`src/rtl/mem_stage_pkg.sv`:
```
// Shared definitions for the MEM pipeline stage.
// Holds FSM state encodings, the timeout fill pattern and default sizing.
// Imported by mem_access_unit and mem_timeout_ctr.
package mem_stage_pkg;

  typedef enum logic [1:0] {
    IDLE = 2'd0,
    BUSY = 2'd1,
    DONE = 2'd2
  } state_t;

  localparam logic [31:0] MEM_TIMEOUT_DATA = 32'hDEADBEEF;
  localparam int DEF_ADDR_W  = 10;
  localparam int DEF_TIMEOUT = 16;

endpackage

```
`src/rtl/mem_timeout_ctr.sv`:
```
// Counts BUSY cycles without an ack; flags expiry at TIMEOUT-1.
// Latency: expire is combinational from the registered count.
// Backpressure: none; clear has priority over increment.
module mem_timeout_ctr #(
  parameter int TIMEOUT = 16
) (
  input  logic clock,
  input  logic reset,
  input  logic i_clear,
  input  logic i_inc,
  output logic o_expire
);

  localparam int CW = $clog2(TIMEOUT) + 1;

  logic [CW-1:0] r_cnt;

  // Cycle counter: cleared when a new access starts, stepped on each unacked BUSY cycle
  always_ff @(posedge clock or negedge reset) begin
    if (!reset)       r_cnt <= '0;
    else if (i_clear) r_cnt <= '0;
    else if (i_inc)   r_cnt <= r_cnt + 1'b1;
  end

  assign o_expire = (r_cnt == CW'(TIMEOUT - 1));

endmodule

```
`src/rtl/mem_access_unit.sv`:
```
// MEM stage: issues one load/store per memory instruction over dmem req/ack.
// Latency: 1 cycle for non-memory ops, >= 3 cycles (IDLE, BUSY.., DONE) for loads/stores.
// Backpressure: mstall freezes upstream while an access is pending; optional
// BUSY timeout enabled by defining MEM_TIMEOUT_EN.
module mem_access_unit
  import mem_stage_pkg::*;
#(
  parameter int ADDR_W  = DEF_ADDR_W,
  parameter int TIMEOUT = DEF_TIMEOUT
) (
  input  logic              clock,
  input  logic              reset,
  input  logic              mwreg,
  input  logic              mm2reg,
  input  logic              mwmem,
  input  logic [4:0]        mrd,
  input  logic [31:0]       malu,
  input  logic [31:0]       mb,
  output logic              mwreg_o,
  output logic              mm2reg_o,
  output logic [4:0]        mrd_o,
  output logic [31:0]       mr,
  output logic [31:0]       mdata,
  output logic              mstall,
  output logic              dmem_req,
  output logic              dmem_we,
  output logic [ADDR_W-1:0] dmem_addr,
  output logic [31:0]       dmem_wdata,
  input  logic [31:0]       dmem_rdata,
  input  logic              dmem_ack,
  output logic              merr
);

  state_t              r_state;
  state_t              w_next;
  logic                w_access;
  logic                w_start;
  logic                w_ack_hit;
  logic                w_timeout;
  logic                w_stall;
  logic                w_req;
  logic [ADDR_W-1:0]   r_addr;
  logic [31:0]         r_wdata;
  logic                r_we;
  logic [31:0]         r_rdata;

  assign w_access  = mm2reg | mwmem;
  assign w_start   = (r_state == IDLE) && w_access;
  // Acks arriving outside BUSY are meaningless and dropped here
  assign w_ack_hit = (r_state == BUSY) && dmem_ack;

`ifdef MEM_TIMEOUT_EN
  logic w_expire;
  logic r_merr;

  mem_timeout_ctr #(.TIMEOUT(TIMEOUT)) u_timeout_ctr (
    .clock    (clock),
    .reset    (reset),
    .i_clear  (w_start),
    .i_inc    ((r_state == BUSY) && !dmem_ack),
    .o_expire (w_expire)
  );

  // An ack on the limit cycle is a normal completion, so timeout requires no ack
  assign w_timeout = (r_state == BUSY) && !dmem_ack && w_expire;

  // Sticky error flag, cleared only by reset
  always_ff @(posedge clock or negedge reset) begin
    if (!reset)         r_merr <= 1'b0;
    else if (w_timeout) r_merr <= 1'b1;
  end

  assign merr = r_merr;
`else
  logic w_unused_timeout;
  assign w_unused_timeout = (TIMEOUT > 0);
  assign w_timeout = 1'b0;
  assign merr      = 1'b0;
`endif

  // State register
  always_ff @(posedge clock or negedge reset) begin
    if (!reset) r_state <= IDLE;
    else        r_state <= w_next;
  end

  // Next-state: DONE always returns to IDLE because EX/MEM advances after it
  always_comb begin
    w_next = r_state;
    case (r_state)
      IDLE:    if (w_access) w_next = BUSY;
      BUSY:    if (w_ack_hit || w_timeout) w_next = DONE;
      DONE:    w_next = IDLE;
      default: w_next = IDLE;
    endcase
  end

  // Outputs per state: stall while an access is starting or in flight
  always_comb begin
    w_stall = 1'b0;
    w_req   = 1'b0;
    case (r_state)
      IDLE: w_stall = w_access;
      BUSY: begin
        w_stall = 1'b1;
        w_req   = 1'b1;
      end
      default: ;
    endcase
  end

  // Request operands latched at access start and held stable through BUSY
  always_ff @(posedge clock or negedge reset) begin
    if (!reset) begin
      r_addr  <= '0;
      r_wdata <= '0;
      r_we    <= 1'b0;
    end else if (w_start) begin
      r_addr  <= malu[ADDR_W+1:2];
      r_wdata <= mb;
      r_we    <= mwmem;
    end
  end

  // Load data capture; a timed-out load returns the poison pattern instead
  always_ff @(posedge clock or negedge reset) begin
    if (!reset)                  r_rdata <= '0;
    else if (w_ack_hit && !r_we) r_rdata <= dmem_rdata;
    else if (w_timeout)          r_rdata <= MEM_TIMEOUT_DATA;
  end

  // Stall inserts a bubble by masking the write-enables only
  assign mstall     = w_stall;
  assign dmem_req   = w_req;
  assign mwreg_o    = mwreg & ~w_stall;
  assign mm2reg_o   = mm2reg & ~w_stall;
  assign mrd_o      = mrd;
  assign mr         = malu;
  assign mdata      = r_rdata;
  assign dmem_we    = r_we;
  assign dmem_addr  = r_addr;
  assign dmem_wdata = r_wdata;

endmodule
```
`config.mk`:
```
export PLATFORM = sky130hd
export DESIGN_NAME = mem_access_unit
export DESIGN_NICKNAME = d
export VERILOG_FILES = /design/src/rtl/mem_stage_pkg.sv /design/src/rtl/mem_timeout_ctr.sv /design/src/rtl/mem_access_unit.sv
export SDC_FILE = /design/constraint.sdc
export NUM_CORES = 1
export LEC_CHECK = 0
export CAP_MARGIN = 0
export CORE_UTILIZATION = 32
export DETAILED_ROUTE_END_ITERATION = 10
export GPL_ROUTABILITY_DRIVEN = 0
export PLACE_DENSITY_LB_ADDON = 0.1
export REMOVE_ABC_BUFFERS = 1
export SETUP_SLACK_MARGIN = 0.3
export SYNTH_ARGS = -nofsm -noshare
export SYNTH_HDL_FRONTEND = slang
export SYNTH_SLANG_ARGS = --single-unit
```
`constraint.sdc`:
```
create_clock -name clock -period 1.5 [get_ports clock]
set_input_delay 0.3 -clock clock [delete_from_list [all_inputs] [get_ports clock]]
set_output_delay 0.3 -clock clock [all_outputs]
set_load 0.02 [all_outputs]
```
==> summary.txt <==
Status: finished, violations left
Failing checks: setup timing
Worst-path clk slew: 90 ps
Share of cells above drive strength 1: 58.4%
DR vias: 2326
Worst setup path class: reg -> out
Port Buffers: 168
Synth Area in XOR/XNOR: 0%
Total GRT Usage: 15.1%
Synth area leader: dfrtp_1
Largest net degree at the start of global routing: 39
Commonest cells post-synth: dfrtp_1 (77), mux2_2 (44), buf_4 (42), mux2_4 (30), buf_12 (3)
TritonCTS clock tree: done
Final setup viols: 65
GR Overflow Total: 0
H-tree depth: 3
Antenna Cells: 0
Nets: 494
Synth warn: 0
Clk buf depth: 2
Endpoint class of the critical path: output port
Final Cycle Share: 107%
Antenna violations before repair: 0
Post-DP HPWL: 5700 um
Synthesized netlist cell count: 211
Number of global-route vias before repair: 2388
Worst hold path type: in -> async
Post-Syn Area: 3350 um^2
Total core area: 10200 um^2
First-pass DRT Iterations: 3
Placed Instance Area: 5010 um^2
Max Freq: 625 MHz
Required time worst endpoint: 1200 ps
Fin cells: 528
Initial Utilization: 32.8%
Max Cap Violations: 0
Routed WL: 9170 um
Final Hold Vio Count: 0
Layout Skew: 9.83 ps
Type of origin of the critical path: register
Top Ports: 224
Final setup TNS: -2870 ps
Fin worst setup slack: -101 ps
Post-synth EDFFs: 0
Yosys top cell area share: 57.5%
Synth Area in Simple Gates: 1.83%
RSZ-0062 raised after global routing: yes
CP startpoint: r_state[0]
P_leak: 2.71 nW
Worst path arrival time: 1300 ps
Total power: 12.2 mW
Die footprint: 10900 um^2
Placed insts: 489
Final worst path period need: 1600 ps
Peak supply drop: 868 uV
First-pass GRT wire length: 12600 um
Die width: 104 um
Cell with the most instances after synthesis: dfrtp_1
Die Height: 104 um
Iteration-0 DRC Markers: 43
Multiplexer share of the synthesized area: 28.2%
Post-DRT Antenna Nets: 0
Total CTS buffers: 9
Post-Syn Area per Cell: 15.9 um^2
Total power divided by cell area: 2100 nW/um^2
Vias per inst: 4.41
Adder-Cell Fraction of Synth Area: 0%
Netlist cell types: 19
Flops & latches, synth: 77
Main combinational cell family by area after synthesis: multiplexers
Sequential area share after synthesis: 57.5%
Core Util, Final: 56.6%
Root Buffer: clkbuf_8
Compound-Gate Fraction of Synth Area: 0.709%
Worst reg2reg startpoint: r_state[1]
Max Slew Vio Count: 0
Clk_lat worst skew: 340 ps
Average wire per standard cell: 17.4 um
Area Growth Syn to Fin: 72.6%
Fillers: 859
Ys async rst share: 100%
Row cnt: 37
Max FO, Critical Path: 2
Clock Sinks: 77
Ys flop type: dfrtp_1
Ranking of synthesized cells by area: dfrtp_1 (57%), mux2_2 (15%), mux2_4 (13%)
DRC Markers: 0
Cell area after layout: 5790 um^2
[cells in the final DEF (no fill, tap or decap), types with 2 or more instances in the layout]
master            n
buf_12            5
buf_4            29
buf_6            90
buf_8             4
clkbuf_16         5
clkbuf_8          9
clkdlybuf4s50_1  66
clkinv_2          2
clkinvlp_4        2
dfrtp_1          76
dlygate4sd2_1    12
mux2_2            4
mux2_4           70
[power breakdown]
part | switching (mW) | internal, mW | leakage (nW) | total, mW
clock network | 0.784 | 0.767 | 0.0923 | 1.55
logic | 2.61 | 4.12 | 1.71 | 6.72
registers | 0.782 | 3.11 | 0.905 | 3.90
[worst paths after layout]
kind	slack, ps	cells past startpoint	end
worst max-delay path	-100	4	mwreg_o
worst min-delay path	350	2	dmem_wdata[1]
worst max register to register	-90	5	mdata[27]
worst min register to register	530	1	dmem_wdata[6]
max in group asynchronous	660	3	mdata[10]
min in group clock	370	2	dmem_addr[1]
[routing by layer]
metal	vias to the layer above	wire length [um]	global-route usage, %
li1	1027	-	-
met1	1144	4090	20.2
met2	147	3970	20.2
met3	8	1050	8.83
met4	0	53	4.90
met5	-	0	0.952
[worst max-delay path: stages, from the launching register on]
cell and delay, ps:
dfrtp_1 410, nor3_2 170, nor2_1 80, nor2b_1 140, buf_4 160
[cell type report]
cell class                      instances  area, um^2  share of cell area, %
Clock buffer                           10         128                   2.20
Clock inverter                          6        63.8                   1.10
Multi-Input combinational cell         87        1210                   20.8
Sequential cell                        77        1930                   33.3
Tap cell                              136         170                   2.94
Timing Repair Buffer                  212        2290                   39.6
[stage by stage]
step	setup WS, ps	hold slack [ps]
after floorplan	-621	4.41
after global placement	-570	171
after detailed placement	-632	172
after CTS	-85.0	325
after global routing	-210	351
final	-101	355
[timing repair]
item | CTS | global route
endpoints found under the hold margin | 12 | 0
gates resized for setup | 518 | 83
pin swaps | 0 | 1
cloned | 0 | 8
setup buffers | 3 | 11
endpoints found under the setup margin | 163 | 152
hold buffers | 1 | 0
[flip-flops by register name (all words and copies together), names as in the netlist]
name	count
dmem_we	1
mdata	32
r_state	2
dmem_wdata	32
dmem_addr	10
[kinds of logic after synthesis]
logic type | count (synthesis)
AND/OR/NAND/NOR | 9
multiplexers | 74
AO/OA/AOI/OAI | 3
other | 1
flip-flops | 77
buffers and inverters | 47
No activity file was read; power rests on OpenSTA's default activity.
